[config.mk]
export PLATFORM = sky130hd
export DESIGN_NAME = spi_slave_ctrl
export DESIGN_NICKNAME = d
export VERILOG_FILES = /design/src/rtl/spi_slave_ctrl.sv
export SDC_FILE = /design/constraint.sdc
export NUM_CORES = 1
export LEC_CHECK = 0
export CAP_MARGIN = 20
export CELL_PAD_IN_SITES_DETAIL_PLACEMENT = 1
export CELL_PAD_IN_SITES_GLOBAL_PLACEMENT = 2
export CORE_MARGIN = 2
export CORE_UTILIZATION = 34
export DETAILED_ROUTE_END_ITERATION = 7
export HOLD_SLACK_MARGIN = 0.05
export PLACE_DENSITY = 0.77
export SETUP_SLACK_MARGIN = 0.02
export SYNTH_ARGS = -nofsm -noshare
export SYNTH_HDL_FRONTEND = slang
export SYNTH_SLANG_ARGS = --single-unit
export TNS_END_PERCENT = 20
[constraint.sdc]
create_clock -name clk -period 2.16 [get_ports clk]
set_clock_uncertainty 0.1 [all_clocks]
set_input_delay 0.216 -clock clk [delete_from_list [all_inputs] [get_ports clk]]
set_output_delay 0.216 -clock clk [all_outputs]
set_load 0.005 [all_outputs]
[src/rtl/spi_slave_ctrl.sv]
// -----------------------------------------------------------------------------
// spi_slave_ctrl
//   SPI responder, mode 0 (CPOL=0, CPHA=0), MSB first. The SPI pins are
//   oversampled in the clk domain. mosi is deserialised into words for the
//   local client. A single-entry holding register feeds words onto miso.
//
// Ports
//   clk, rst          system clock (>= 8x sck) and asynchronous active-high reset
//   sck, cs_n, mosi   SPI pins from the master (asynchronous to clk)
//   miso, miso_oe     SPI data back to the master and its output enable
//   tx_data/valid     next word to return; accepted when tx_valid && tx_ready
//   tx_ready          holding register empty
//   rx_data/valid     last complete received word and its one-clk strobe
//   underrun          one-clk pulse when FILL_BYTE is loaded for lack of data
//   frame_active      chip select seen low (synchronised)
//   byte_count        words completed in the current/last frame, saturating
// -----------------------------------------------------------------------------
module spi_slave_ctrl #(
    parameter int unsigned          DATA_W      = 8,
    parameter int unsigned          SYNC_STAGES = 2,
    parameter logic [DATA_W-1:0]    FILL_BYTE   = '0
) (
    input  logic              clk,
    input  logic              rst,
    input  logic              sck,
    input  logic              cs_n,
    input  logic              mosi,
    output logic              miso,
    output logic              miso_oe,
    input  logic [DATA_W-1:0] tx_data,
    input  logic              tx_valid,
    output logic              tx_ready,
    output logic [DATA_W-1:0] rx_data,
    output logic              rx_valid,
    output logic              underrun,
    output logic              frame_active,
    output logic [7:0]        byte_count
);

    localparam int unsigned       CNT_W    = $clog2(DATA_W);
    localparam logic [CNT_W-1:0]  LAST_BIT = CNT_W'(DATA_W - 1);

    localparam logic [0:0] ST_IDLE  = 1'b0;
    localparam logic [0:0] ST_SHIFT = 1'b1;

    // Synchronisers plus one extra flop per pin for edge detection
    logic [SYNC_STAGES-1:0] sck_sync_q, cs_sync_q, mosi_sync_q;
    logic                   sck_prev_q, cs_prev_q;
    logic                   sck_s, cs_s, mosi_s;
    logic                   sck_rise, sck_fall, cs_fall, cs_rise;

    logic [0:0]        state_q, state_d;
    logic [DATA_W-1:0] tx_sh_q, tx_sh_d;
    logic [DATA_W-1:0] rx_sh_q, rx_sh_d;
    logic [CNT_W-1:0]  bit_cnt_q, bit_cnt_d;
    logic [7:0]        byte_cnt_q, byte_cnt_d;
    logic [DATA_W-1:0] rx_data_q, rx_data_d;
    logic              rx_valid_q, rx_valid_d;
    logic              underrun_q, underrun_d;
    logic              miso_q, miso_d;
    logic              oe_q, oe_d;
    logic              active_q, active_d;
    logic [DATA_W-1:0] hold_q, hold_d;
    logic              hold_full_q, hold_full_d;
    logic              load;

    assign sck_s  = sck_sync_q[SYNC_STAGES-1];
    assign cs_s   = cs_sync_q[SYNC_STAGES-1];
    assign mosi_s = mosi_sync_q[SYNC_STAGES-1];

    assign sck_rise =  sck_s & ~sck_prev_q;
    assign sck_fall = ~sck_s &  sck_prev_q;
    assign cs_fall  = ~cs_s  &  cs_prev_q;
    assign cs_rise  =  cs_s  & ~cs_prev_q;

    always_comb begin
        // NOTE: every variable gets a default before any branch so no latch is inferred.
        state_d     = state_q;
        tx_sh_d     = tx_sh_q;
        rx_sh_d     = rx_sh_q;
        bit_cnt_d   = bit_cnt_q;
        byte_cnt_d  = byte_cnt_q;
        rx_data_d   = rx_data_q;
        rx_valid_d  = 1'b0;
        underrun_d  = 1'b0;
        oe_d        = oe_q;
        active_d    = active_q;
        hold_d      = hold_q;
        hold_full_d = hold_full_q;
        load        = 1'b0;

        if (cs_rise) begin
            // End of frame wins over any simultaneous sck edge; partial word is dropped
            state_d   = ST_IDLE;
            bit_cnt_d = '0;
            rx_sh_d   = '0;
            tx_sh_d   = '0;
            oe_d      = 1'b0;
            active_d  = 1'b0;
        end else if (state_q == ST_IDLE) begin
            if (cs_fall) begin
                state_d    = ST_SHIFT;
                load       = 1'b1;
                bit_cnt_d  = '0;
                byte_cnt_d = '0;
                oe_d       = 1'b1;
                active_d   = 1'b1;
            end
        end else if (sck_rise) begin
            rx_sh_d = {rx_sh_q[DATA_W-2:0], mosi_s};
            if (bit_cnt_q == LAST_BIT) begin
                rx_data_d  = rx_sh_d;
                rx_valid_d = 1'b1;
                bit_cnt_d  = '0;
                if (byte_cnt_q != 8'hFF) begin
                    byte_cnt_d = byte_cnt_q + 8'd1;
                end
            end else begin
                bit_cnt_d = bit_cnt_q + 1'b1;
            end
        end else if (sck_fall) begin
            // bit_cnt of zero on a falling edge means a word just completed
            if (bit_cnt_q == '0) begin
                load = 1'b1;
            end else begin
                tx_sh_d = {tx_sh_q[DATA_W-2:0], 1'b0};
            end
        end

        if (load) begin
            if (hold_full_q) begin
                tx_sh_d     = hold_q;
                hold_full_d = 1'b0;
            end else begin
                tx_sh_d    = FILL_BYTE;
                underrun_d = 1'b1;
            end
        end

        // A write is only taken while empty, so it never collides with a load that drains the register
        if (tx_valid && !hold_full_q) begin
            hold_d      = tx_data;
            hold_full_d = 1'b1;
        end

        miso_d = oe_d & tx_sh_d[DATA_W-1];
    end

    // NOTE: sequential state uses non-blocking assignments so all flops update from pre-edge values.
    always_ff @(posedge clk or posedge rst) begin
        if (rst) begin
            sck_sync_q  <= '0;
            cs_sync_q   <= '1;
            mosi_sync_q <= '0;
            sck_prev_q  <= 1'b0;
            cs_prev_q   <= 1'b1;
            state_q     <= ST_IDLE;
            tx_sh_q     <= '0;
            rx_sh_q     <= '0;
            bit_cnt_q   <= '0;
            byte_cnt_q  <= '0;
            rx_data_q   <= '0;
            rx_valid_q  <= 1'b0;
            underrun_q  <= 1'b0;
            miso_q      <= 1'b0;
            oe_q        <= 1'b0;
            active_q    <= 1'b0;
            // NOTE: the holding data register is reset too; it is a single word, not a memory array.
            hold_q      <= '0;
            hold_full_q <= 1'b0;
        end else begin
            sck_sync_q  <= {sck_sync_q[SYNC_STAGES-2:0], sck};
            cs_sync_q   <= {cs_sync_q[SYNC_STAGES-2:0], cs_n};
            mosi_sync_q <= {mosi_sync_q[SYNC_STAGES-2:0], mosi};
            sck_prev_q  <= sck_s;
            cs_prev_q   <= cs_s;
            state_q     <= state_d;
            tx_sh_q     <= tx_sh_d;
            rx_sh_q     <= rx_sh_d;
            bit_cnt_q   <= bit_cnt_d;
            byte_cnt_q  <= byte_cnt_d;
            rx_data_q   <= rx_data_d;
            rx_valid_q  <= rx_valid_d;
            underrun_q  <= underrun_d;
            miso_q      <= miso_d;
            oe_q        <= oe_d;
            active_q    <= active_d;
            hold_q      <= hold_d;
            hold_full_q <= hold_full_d;
        end
    end

    assign miso         = miso_q;
    assign miso_oe      = oe_q;
    assign tx_ready     = ~hold_full_q;
    assign rx_data      = rx_data_q;
    assign rx_valid     = rx_valid_q;
    assign underrun     = underrun_q;
    assign frame_active = active_q;
    assign byte_count   = byte_cnt_q;

endmodule

# After elaboration in Yosys (flattened, before gate mapping)
# Index checks and enable logic that the tools add are counted.
# Widths: inputs -> output; s select.
# op_classes
eq_ne	9
n_shift	0
reduce_logical	17
bitwise_logic	11
add_sub_neg	2
div_mod_pow	0
n_lt_le_gt_ge	0
multipliers	0
muxes	42
# ops
operator	count
$mux 8	12
$mux 1	22
$mux 7	3
$mux 3	5
$reduce_bool 2->1	5
$reduce_bool 3->1	3
$add 8x1->8 const B	1
$ne 8x8->1 const B	1
$reduce_and 4->1	2
$ne 3x3->1 const B	2
$not 1->1	6
$reduce_and 2->1	3
$and 1x1->1	5
$reduce_and 5->1	1
$ne 2x1->1 const B	2
$ne 2x2->1 const B	2
$add 3x1->3 const B	1
$eq 3x3->1 const B	1
$logic_not 3->1	1
$ne 3x1->1 const B	1
$logic_and 1x1->1	1
$logic_not 1->1	1
# word_totals
mem_bits_rw	0
out_inout_bits	22
inputBits	14
latch_bits	0
memories	0
reg_bits	57
mem_bits_ro	0

# Longest topological paths before layout
# depth
word_depth	8
mapped_depth	9

# Worst setup path after synthesis
# Ideal clock, no wire load.
# synth_timing
kind	reg-to-reg
startpoint	register cs_prev_q
endpoint	register byte_cnt_q[7], in the netlist byte_count[7]
t_arrival_ns	1.800
period_less_slack_ns	1.982
stages_incl_launch_ff	9
path_slack_ns	0.178
cell_sequence	dfstp_2 inv_1 ha_1 buf_2 and4bb_2 nand2_1 buf_6 o31a_1 a31oi_1
# synth_via
elab_chain_len	4
elab_cells_between_ends	6
classes_between	bitwise (4); reduce/logical (2)
# synth_rtl
item	line_no	source
start, declared	48	logic sck_prev_q, cs_prev_q;
start signal, assigned	176	cs_prev_q <= cs_s;
$not 1->1	74	assign cs_rise = cs_s & ~cs_prev_q;
$and 1x1->1	74	
$not 1->1 (no source line)	-	
$reduce_and 5->1 (no source line) (*)	-	
end signal, assigned	181	byte_cnt_q <= byte_cnt_d;
end, declared	56	logic [7:0] byte_cnt_q, byte_cnt_d;
# Every way passes the cells marked *; elsewhere a longest branch is shown, timed or not.
# A chain may end at the register's enable or synchronous reset.

# Final worst setup path
# layout_timing
startpoint	register cs_prev_q
endpoint	register byte_cnt_q[1], in the netlist byte_count[1]
# The elaborated chain is that of the path after synthesis.

==> qor.yml <==
cts:
  cts_resized: 0
  clockBufferDepth: 2
  htreeDepth: 3
  cts-buffers-inserted: 9
  root_buffer: "clkbuf_8"
  cts_tree: "done"
  cts.sinks: 57
  clock_latency_ns: 0.34
  clkTransAtPathRegs_ns: 0.07
  postCtsSetupBuffers: 0
  cts_hold_buf: 0
power:
  power_density_mw_per_mm2: 864.9
  p_leak_nw: 1.426
  irDropWorstVdd_mv: 0.4038
floorplanning:
  fp.dieArea_sq_mm: 0.007993
  fp.dieW_um: 89.41
  fp-row-count: 31
  top_level_ports: 36
  initial_core_util: 0.3456
  die_height_um: 89.41
  coreArea_sq_mm: 0.007176
timing:
  layout_min_cycle_time_ns: 2.026
  hold_viol: 0
  fin_ws_ns: 0.1335
  finalSetupViolCount: 0
  setup_tns_ns: 0
  drv_slew: 0
  rsz0062_at_grt: "false"
  max-slew-margin-rel: 0.6528
  period_share: 0.9382
  fmaxAchievable_mhz: 493.5
  worstMarginPinSlew_ns: 0.5199
run:
  maxCapViolCount: 0
detailed_routing:
  detail-route-antenna-nets: 0
  vias: 1918
  drt-initial-drc-count: 75
  drc: 0
  vias_per_cell: 4.918
  drt_first_pass_iters: 4
  avgRoutedWirePerCell_um: 14.32
  drt-total-wl_mm: 5.585
grt:
  grt_pass1_vias: 1962
  grt_max_degree: 25
  grt_antenna_before_repair: 0
  globalRouteTotalUtil: 0.1614
  grt_overflow: 0
  grt_pass1_wl_mm: 9.687
setup_path:
  r2r_cells: 6
  endpoint_kind: "flip-flop"
  max_stage_delay_ns: 0.53
  worstReg2RegStart: "cs_prev_q$_DFF_PP1_"
  crit_fanout: 6
  worstPathRequired_ns: 2.25
  slowest_stage: "dfstp_2"
  cp_data_arrival_time_ns: 2.12
  worstSetupPathType: "flip-flop to flip-flop"
  path_cells: "inv_1, ha_1, and4bb_2, o311ai_4, o21ai_1, o22ai_1"
  startpoint_type: "flip-flop"
  worstReg2RegEnd: "byte_count[1]$_DFFE_PP0P_"
  cpLargestDelayFamily: "compound AO/OA/AOI/OAI gates"
  regToRegSetupSlack_ns: 0.13
  worst-path-buf-inv: 1
final_layout:
  seqCellArea_sq_mm: 0.001430
  area_growth_pct: 29.72
  final_util: 0.4483
  multi_input_area_sq_um: 948.4
  n_antenna_cell: 0
  nets: 306
  drive_gt1_frac: 0.1581
  fill_cells: 806
logic_synthesis:
  synth_warnings: 0
  synth.most_common_cell: "dfrtp_1"
  synth_nets: 258
  synth-async-reset-ratio: 1.000
  synth_seq_area_share: 0.5767
  synth-xor-area-share: 0
  postSynthAreaPerCell_sq_um: 10.42
  synth_edf_count: 0
  synth.top_cells.by_area: "dfrtp_1 54%, nand2_1 7.4%, mux2_2 4.1%, dfstp_2 3.2%, ha_1 3.0%"
  ys.flop_type: "dfrtp_1"
  synth_top_family_by_area: "simple AND/OR/NAND/NOR gates"
  synth_mux_area_frac: 0.04894
  netlist_area_sq_mm: 0.002480
  synth-seq-cells: 57
  synth_adder_area_share: 0.03027
  yosysTopAreaCell: "dfrtp_1"
  synth_simple_gate_area_share: 0.1710
  synth_commonest_cells: "54 x dfrtp_1, 49 x nand2_1, 13 x inv_1, 11 x nand3_1"
  synth_cells: 238
  synth_compound_area_frac: 0.1322
  synth_top_area_frac: 0.5449
  yosysUniqueCellTypes: 36
status:
  outcome: "finished clean"
hold_path:
  hold_class: "primary input to asynchronous set/reset pin"
place:
  pre_cts_slack_ns: 0.1488
  gp_congestion: 0.7415
  hpwl_mm: 3.947
  io_buffers: 35
routing by layer:
| layer | GRT usage | part of all wire | vias to the layer above |
|---|---|---|---|
| met4 | 0.08141 | 0.021 | 0 |
| met2 | 0.2566 | 0.49 | 33 |
| met3 | 0.03324 | 0.032 | 10 |
| li1 | - | - | 912 |
| met1 | 0.2086 | 0.45 | 963 |
| met5 | 0 | 0 | - |
flip-flops by register name, summed over array words and instances (netlist names):
register	count
bit_cnt_q	3
byte_count	8
cs_prev_q	1
cs_sync_q	2
frame_active	1
hold_full_q	1
hold_q	8
miso	1
miso_oe	1
mosi_sync_q	2
rx_data	8
rx_sh_q	7
rx_valid	1
sck_prev_q	1
sck_sync_q	2
state_q	1
tx_sh_q	8
underrun	1
cell families after synthesis:
kind of cell	count (synthesis)
and+or+nand+nor	94
DFF	57
AOI/OAI and AO/OA	46
buffers and inverters	24
muxes	11
adders and majority gates	6
per-stage QoR:
| stage | total power, mW | hold WS, ns | std cells | area, sq um |
|---|---|---|---|---|
| 6_report | 2.782 | 0.1131 | 390 | 3217 |
| 5_1_grt | 2.944 | 0.1662 | 390 | 3217 |
| 4_1_cts | 2.830 | 0.1258 | 390 | 3217 |
| 3_5_place_dp | 1.781 | 0.2358 | 374 | 3012 |
| 3_3_place_gp | 1.765 | 0.2347 | 374 | 3012 |
| 2_1_floorplan | 1.596 | 0.1205 | 238 | 2480 |
worst register-to-register path, delay by kind of cell (launching register included):
kind | cells | cell delay [ns]
flops | 1 | 0.53
simple gates | 1 | 0.35
fa+ha+maj | 1 | 0.18
buf+inv | 1 | 0.04
compound gates | 3 | 0.68
worst max-delay path by stage:
stage                               from                   endpoint  slack (ns)  cells after the start
2_1_floorplan        cs_prev_q$_DFF_PP1_  byte_count[7]$_DFFE_PP0P_        0.18                      8
3_3_place_gp   byte_count[0]$_DFFE_PP0P_  byte_count[3]$_DFFE_PP0P_        0.21                      5
3_5_place_dp         cs_prev_q$_DFF_PP1_  byte_count[1]$_DFFE_PP0P_        0.15                      6
4_1_cts              cs_prev_q$_DFF_PP1_  byte_count[1]$_DFFE_PP0P_        0.14                      6
5_1_grt              cs_prev_q$_DFF_PP1_  byte_count[2]$_DFFE_PP0P_        0.02                      7
6_report             cs_prev_q$_DFF_PP1_  byte_count[1]$_DFFE_PP0P_        0.13                      6
placed cells by master (no fill, tap or decap), types with 2 or more instances in the layout:
cell / instances
dfrtp_1: 54
nand2_1: 49
clkdlybuf4s50_1: 35
inv_1: 12
buf_4: 12
nand3_1: 11
nor2_1: 10
a21oi_1: 10
clkbuf_8: 10
nor3_1: 9
mux2_2: 9
o22ai_1: 8
nor2b_1: 6
o21a_1: 6
ha_1: 6
o21ai_0: 5
nand2b_1: 3
a31oi_1: 3
dfstp_2: 3
a21boi_1: 2
o22a_1: 2
nand3b_1: 2
o31a_1: 2
mux2i_1: 2
clkinv_4: 2
clkinvlp_4: 2
where the power goes:
| part | internal [mW] | switching (mW) |
|---|---|---|
| clock | 0.565 | 0.468 |
| combinational | 0.238 | 0.206 |
| sequential | 1.22 | 0.0902 |
| total | 2.02 | 0.764 |
layout make-up:
cell class	instances	area share
clock inverter	6	0.02100
sequential	57	0.4446
multi-input combinational	157	0.2948
timing repair buffer	48	0.1431
tap	99	0.03851
clock buffer	10	0.04278
inverter	13	0.01517
(Power assumes the default switching activity.)
==> RTL edit 1 (config.mk and constraints unchanged) <==
Reset style: synchronous (`rst`), changed in one clocked block. Comments in the files are not updated.
--- a/src/rtl/spi_slave_ctrl.sv
+++ b/src/rtl/spi_slave_ctrl.sv
@@ -147,7 +147,7 @@
     end
 
     // NOTE: sequential state uses non-blocking assignments so all flops update from pre-edge values.
-    always_ff @(posedge clk or posedge rst) begin
+    always_ff @(posedge clk) begin
         if (rst) begin
             sck_sync_q  <= '0;
             cs_sync_q   <= '1;
Check against the original RTL: differs if rst is asserted again (counterexample within 4 cycles, from zero or initial values and one cycle with rst high); with rst held inactive, the same outputs for 10 cycles.
==> RTL edit 1 against the unedited design <==
Setup slack better by 130 ps. Wire length down 8.6%. Maximum frequency rose by 7.1%. Cell area fell by 11%. Die area is 9.4% lower. Synthesized area is 9.8% lower. Final cell count is 4.9% lower. Sequential cell count stayed put. Critical path type unchanged.
Power is not compared: it rests on default switching activity, and its combinational part moved more than twofold at a synthesized area within 25%.
==> RTL edit 1: results (changes against the unedited design) <==
[outcome]
status = completed  ; unchanged

[routing]
routed_via_density = 5.019  ; was 4.918
top_layer = met4  ; unchanged
dr_wl_met3_um = 205  ; was 177 um
drt-met1-wl_um = 2483  ; was 2530 um
wire_per_inst_um = 13.77  ; was 14.32 um
route.met2.wl_um = 2321  ; was 2757 um
drt_iter0_markers = 54  ; was 75

[placed_design]
port-buffer-count = 35  ; unchanged
dp.cells = 357  ; was 374
post-place-ws_ps = 244.3  ; was 148.8 ps
gp_congestion = 0.6881  ; was 0.7415
place_area_mm2 = 0.002696  ; was 0.003012 mm2
hpwl_um = 3511  ; was 3947 um

[yosys]
post_synth_mux_area_share_pct = 3.579  ; was 4.894%
postSynth.asyncResetShare_pct = 0  ; was 100.0%
synth_fa_ha_area_share_pct = 2.237  ; was 3.027%
synthesis.nets = 267  ; was 258
ys.flop_type = dfxtp_1  ; was dfrtp_1
ys_warn_count = 0  ; unchanged
synth_compound_area_share_pct = 13.59  ; was 13.22%
syn_avg_cell_area_um2 = 8.985  ; was 10.42 um2
yosys-top-cells-count = 57 x dfxtp_1, 37 x nand2_1, 27 x a21oi_1  ; was 54 x dfrtp_1, 49 x nand2_1, 13 x inv_1
yosys-top-cells-area = dfxtp_1 51%, nand2_1 6.2%, a21oi_1 6.0%  ; was dfrtp_1 54%, nand2_1 7.4%, mux2_2 4.1%
ys_seq_area_share_pct = 51.01  ; was 57.67%

[sta]
whs_ps = 306.1  ; was 113.1 ps
slew_headroom_pct = 71.79  ; was 65.28%

[finish]
drive_gt1_share_pct = 9.184  ; was 15.81%
nets = 309  ; was 306
fin_cells = 371  ; was 390

[critical_path]
crit_fanout = 11  ; was 6
cp_data_arrival_time_ps = 2040  ; was 2120 ps
r2r_setup_slack_ps = 270  ; was 130 ps
slowest_stage = dfxtp_1  ; was dfstp_2
critical_path.startpoint = state_q  ; was cs_prev_q
worst_r2r_path_depth = 5  ; was 6
r2r-end = byte_count[6]  ; was byte_count[1]

[grt]
grt_use_total_pct = 15.66  ; was 16.14%
grt_pass1_wl_um = 8963  ; was 9687 um
grt_use_met3_pct = 4.961  ; was 3.324%
use_met2_pct = 24.86  ; was 25.66%
grt_pass1_vias = 1894  ; was 1962
met1_usage_pct = 19.37  ; was 20.86%

[clock_tree]
path_clk_slew_ps = 60
cts_max_level = 3  ; unchanged
cts_root_buf = clkbuf_8  ; unchanged
post_cts_buffers = 0  ; unchanged
clockBufferDepth = 2  ; unchanged

[pwr]
powerComb_w = 0.000130

[worst_hold_path]
hold_path_class = flip-flop to flip-flop  ; was primary input to async pin

[RTL edit 1: cell count changes after synthesis, moves of 9 or more]
cell / before / now
nand2_1: 49 / 37
a21oi_1: 10 / 27
dfrtp_1: 54 / 0
mux2_2: 9 / 0
inv_1: 13 / 4
nor2_1: 10 / 25
dfxtp_1: 0 / 57
[RTL edit 1: cell type report]
type	instances	area, um2
inverters	4	15.01
multi-input cells	174	1018
clock buffers	14	162.7
fillers	763	3491
flip-flops and latches	57	1141
repair buffers	45	425.4
well taps	77	96.34
[RTL edit 1: critical path, delay by kind of cell, from the launching register on]
family / cells / cell delay (ps)
simple gates: 3 / 850
flops: 1 / 530
buf+inv: 1 / 200
compound gates: 1 / 140
[RTL edit 1: worst max path at each step]
stage	to	slack, ps	cells after the start
5_1_grt	byte_count[6]	40	5
6_report	byte_count[6]	270	5
3_3_place_gp	byte_count[6]	330	5
2_1_floorplan	tx_sh_q[1]	460	7
4_1_cts	byte_count[6]	220	5
3_5_place_dp	byte_count[6]	240	5
==> RTL edit 2 (config.mk and constraints unchanged) <==
Without the edit above. Change the parameter `DATA_W` from 8 to 16.
--- a/src/rtl/spi_slave_ctrl.sv
+++ b/src/rtl/spi_slave_ctrl.sv
@@ -16,7 +16,7 @@
 //   byte_count        words completed in the current/last frame, saturating
 // -----------------------------------------------------------------------------
 module spi_slave_ctrl #(
-    parameter int unsigned          DATA_W      = 8,
+    parameter int unsigned          DATA_W      = 16,
     parameter int unsigned          SYNC_STAGES = 2,
     parameter logic [DATA_W-1:0]    FILL_BYTE   = '0
 ) (
Interface: changed (resized rx_data and tx_data); port bits go from 36 to 52. The function was not compared with the original's and may differ.
==> RTL edit 2 against the unedited design <==
Maximum frequency is 0.68% lower. Cell area is 44% higher. Synthesized area is 49% higher. Clock power is 6% higher. Total power is 30% higher. Wire length is 38% higher. Combinational power is 6.5% higher. Sequential cell count is 33 higher. Setup slack worse by 14 ps.
==> RTL edit 2: results (changes against the unedited design) <==
[outcome]
status = completed  ; unchanged

[finish]
nets = 395  ; was 306
drive_gt1_share_pct = 19.57  ; was 15.81%
fin_cells = 513  ; was 390

[placed_design]
post-place-ws_ps = 95.64  ; was 148.8 ps
gp_congestion = 0.7633  ; was 0.7415
place_area_mm2 = 0.004432  ; was 0.003012 mm2
dp.cells = 496  ; was 374
hpwl_um = 5265  ; was 3947 um
port-buffer-count = 51  ; was 35

[routing]
drt_iter0_markers = 93  ; was 75
drt-total-wl_um = 7712  ; was 5585 um
first_pass_iters = 4  ; unchanged
drc = 0  ; unchanged
vias = 2524  ; was 1918

[sta]
slew_headroom_pct = 67.31  ; was 65.28%

[worst_hold_path]
worstHoldStart = cs_n
hold_path_class = primary input to flip-flop  ; was primary input to async pin

[pwr]
peakVddDrop_mv = 0.3963  ; was 0.4038 mV
leakage_nw = 2.163  ; was 1.426 nW
sw_frac_of_total_pct = 27.21  ; was 27.45%

[yosys]
ys_seq_area_share_pct = 60.93  ; was 57.67%
postSynth.asyncResetShare_pct = 100.0  ; unchanged
syn_avg_cell_area_um2 = 12.14  ; was 10.42 um2
post_synth_num_cell_types = 40  ; was 36
synth_fa_ha_area_share_pct = 1.690  ; was 3.027%
synth_compound_area_share_pct = 12.54  ; was 13.22%
ys_warn_count = 0  ; unchanged
ys.flop_type = dfrtp_1  ; unchanged
synthesis.nets = 332  ; was 258
post_synth_mux_area_share_pct = 10.85  ; was 4.894%
synth-xor-area-share_pct = 0.2366  ; was 0%
yosys-top-cells-area = dfrtp_1 59%, mux2_2 10%, nand2_1 4.3%  ; was dfrtp_1 54%, nand2_1 7.4%, mux2_2 4.1%
yosys-top-cells-count = 87 x dfrtp_1, 42 x nand2_1, 33 x mux2_2  ; was 54 x dfrtp_1, 49 x nand2_1, 13 x inv_1

[grt]
antenna_found_initial = 0  ; unchanged
grt_max_degree = 91  ; was 25
grt_pass1_wl_um = 13190  ; was 9687 um
grt_pass1_vias = 2648  ; was 1962
grt_use_total_pct = 14.43  ; was 16.14%

[clock_tree]
cts_max_level = 3  ; unchanged
clockBufferDepth = 2  ; unchanged
post_cts_buffers = 0  ; unchanged
cts_made_buffers = 9  ; unchanged
cts_root_buf = clkbuf_8  ; unchanged
insertion_delay_ps = 350
path_clk_slew_ps = 90  ; was 70 ps

[critical_path]
cp_data_arrival_time_ps = 2220  ; was 2120 ps
crit_fanout = 7  ; was 6
crit_type = flip-flop to flip-flop  ; unchanged
r2r-start = cs_prev_q  ; unchanged

-- RTL edit 2: what timing repair did --
action | CTS | global route
resized for setup | 0 | 6
hold buffers | 0 | 0
setup endpoints to repair | 0 | 9
-- RTL edit 2: critical path: stages (launching register included) --
cell,delay [ps]
dfstp_2,550
inv_1,40
ha_1,190
and4b_1,290
nand2_2,110
or4_1,530
a21oi_1,170
-- RTL edit 2: routing by layer --
layer	track usage (%)	part of all wire, %
met4	6.044	1.4
met1	19.33	47
met5	0	0
met3	2.833	3.0
met2	22.96	49
-- RTL edit 2: cell type report --
type                    instances  area, um2
fillers                      1179       6112
inverters                       8      33.78
repair buffers                 66      635.6
clock buffers                   9      123.9
well taps                     140      175.2
multi-input cells             193       1349
flip-flops and latches         90       2256
clock inverters                 7      60.06
-- RTL edit 2: worst paths after layout --
path / slack [ps] / endpoint / cells past startpoint
worst max register to register: 120 / byte_count[6] / 6
worst max-delay path: 120 / byte_count[6] / 6
worst min register to register: 260 / sck_sync_q[1] / 0
worst min-delay path: 170 / cs_sync_q[0] / 1
min in group asynchronous: 210 / hold_q[2] / 3
max in group asynchronous: 1340 / cs_prev_q / 3
-- RTL edit 2: kinds of logic (layout without fill, tap and decap cells) --
group / Yosys count / count (layout)
buffers and inverters: 22 / 90
adders and majority gates: 5 / 5
DFF: 90 / 90
muxes: 36 / 36
AOI/OAI and AO/OA: 68 / 68
and+or+nand+nor: 83 / 83
xor gates and xnor gates: 1 / 1
-- RTL edit 2: power by group through the flow --
stage               clock (W)  sequential (W)  combinational, W
floorplan                   0         0.00203          0.000339
detailed placement          0         0.00208          0.000479
finish                0.00109         0.00205          0.000473
global route          0.00122         0.00208          0.000525
CTS                   0.00114         0.00205          0.000482
global placement            0         0.00208          0.000462
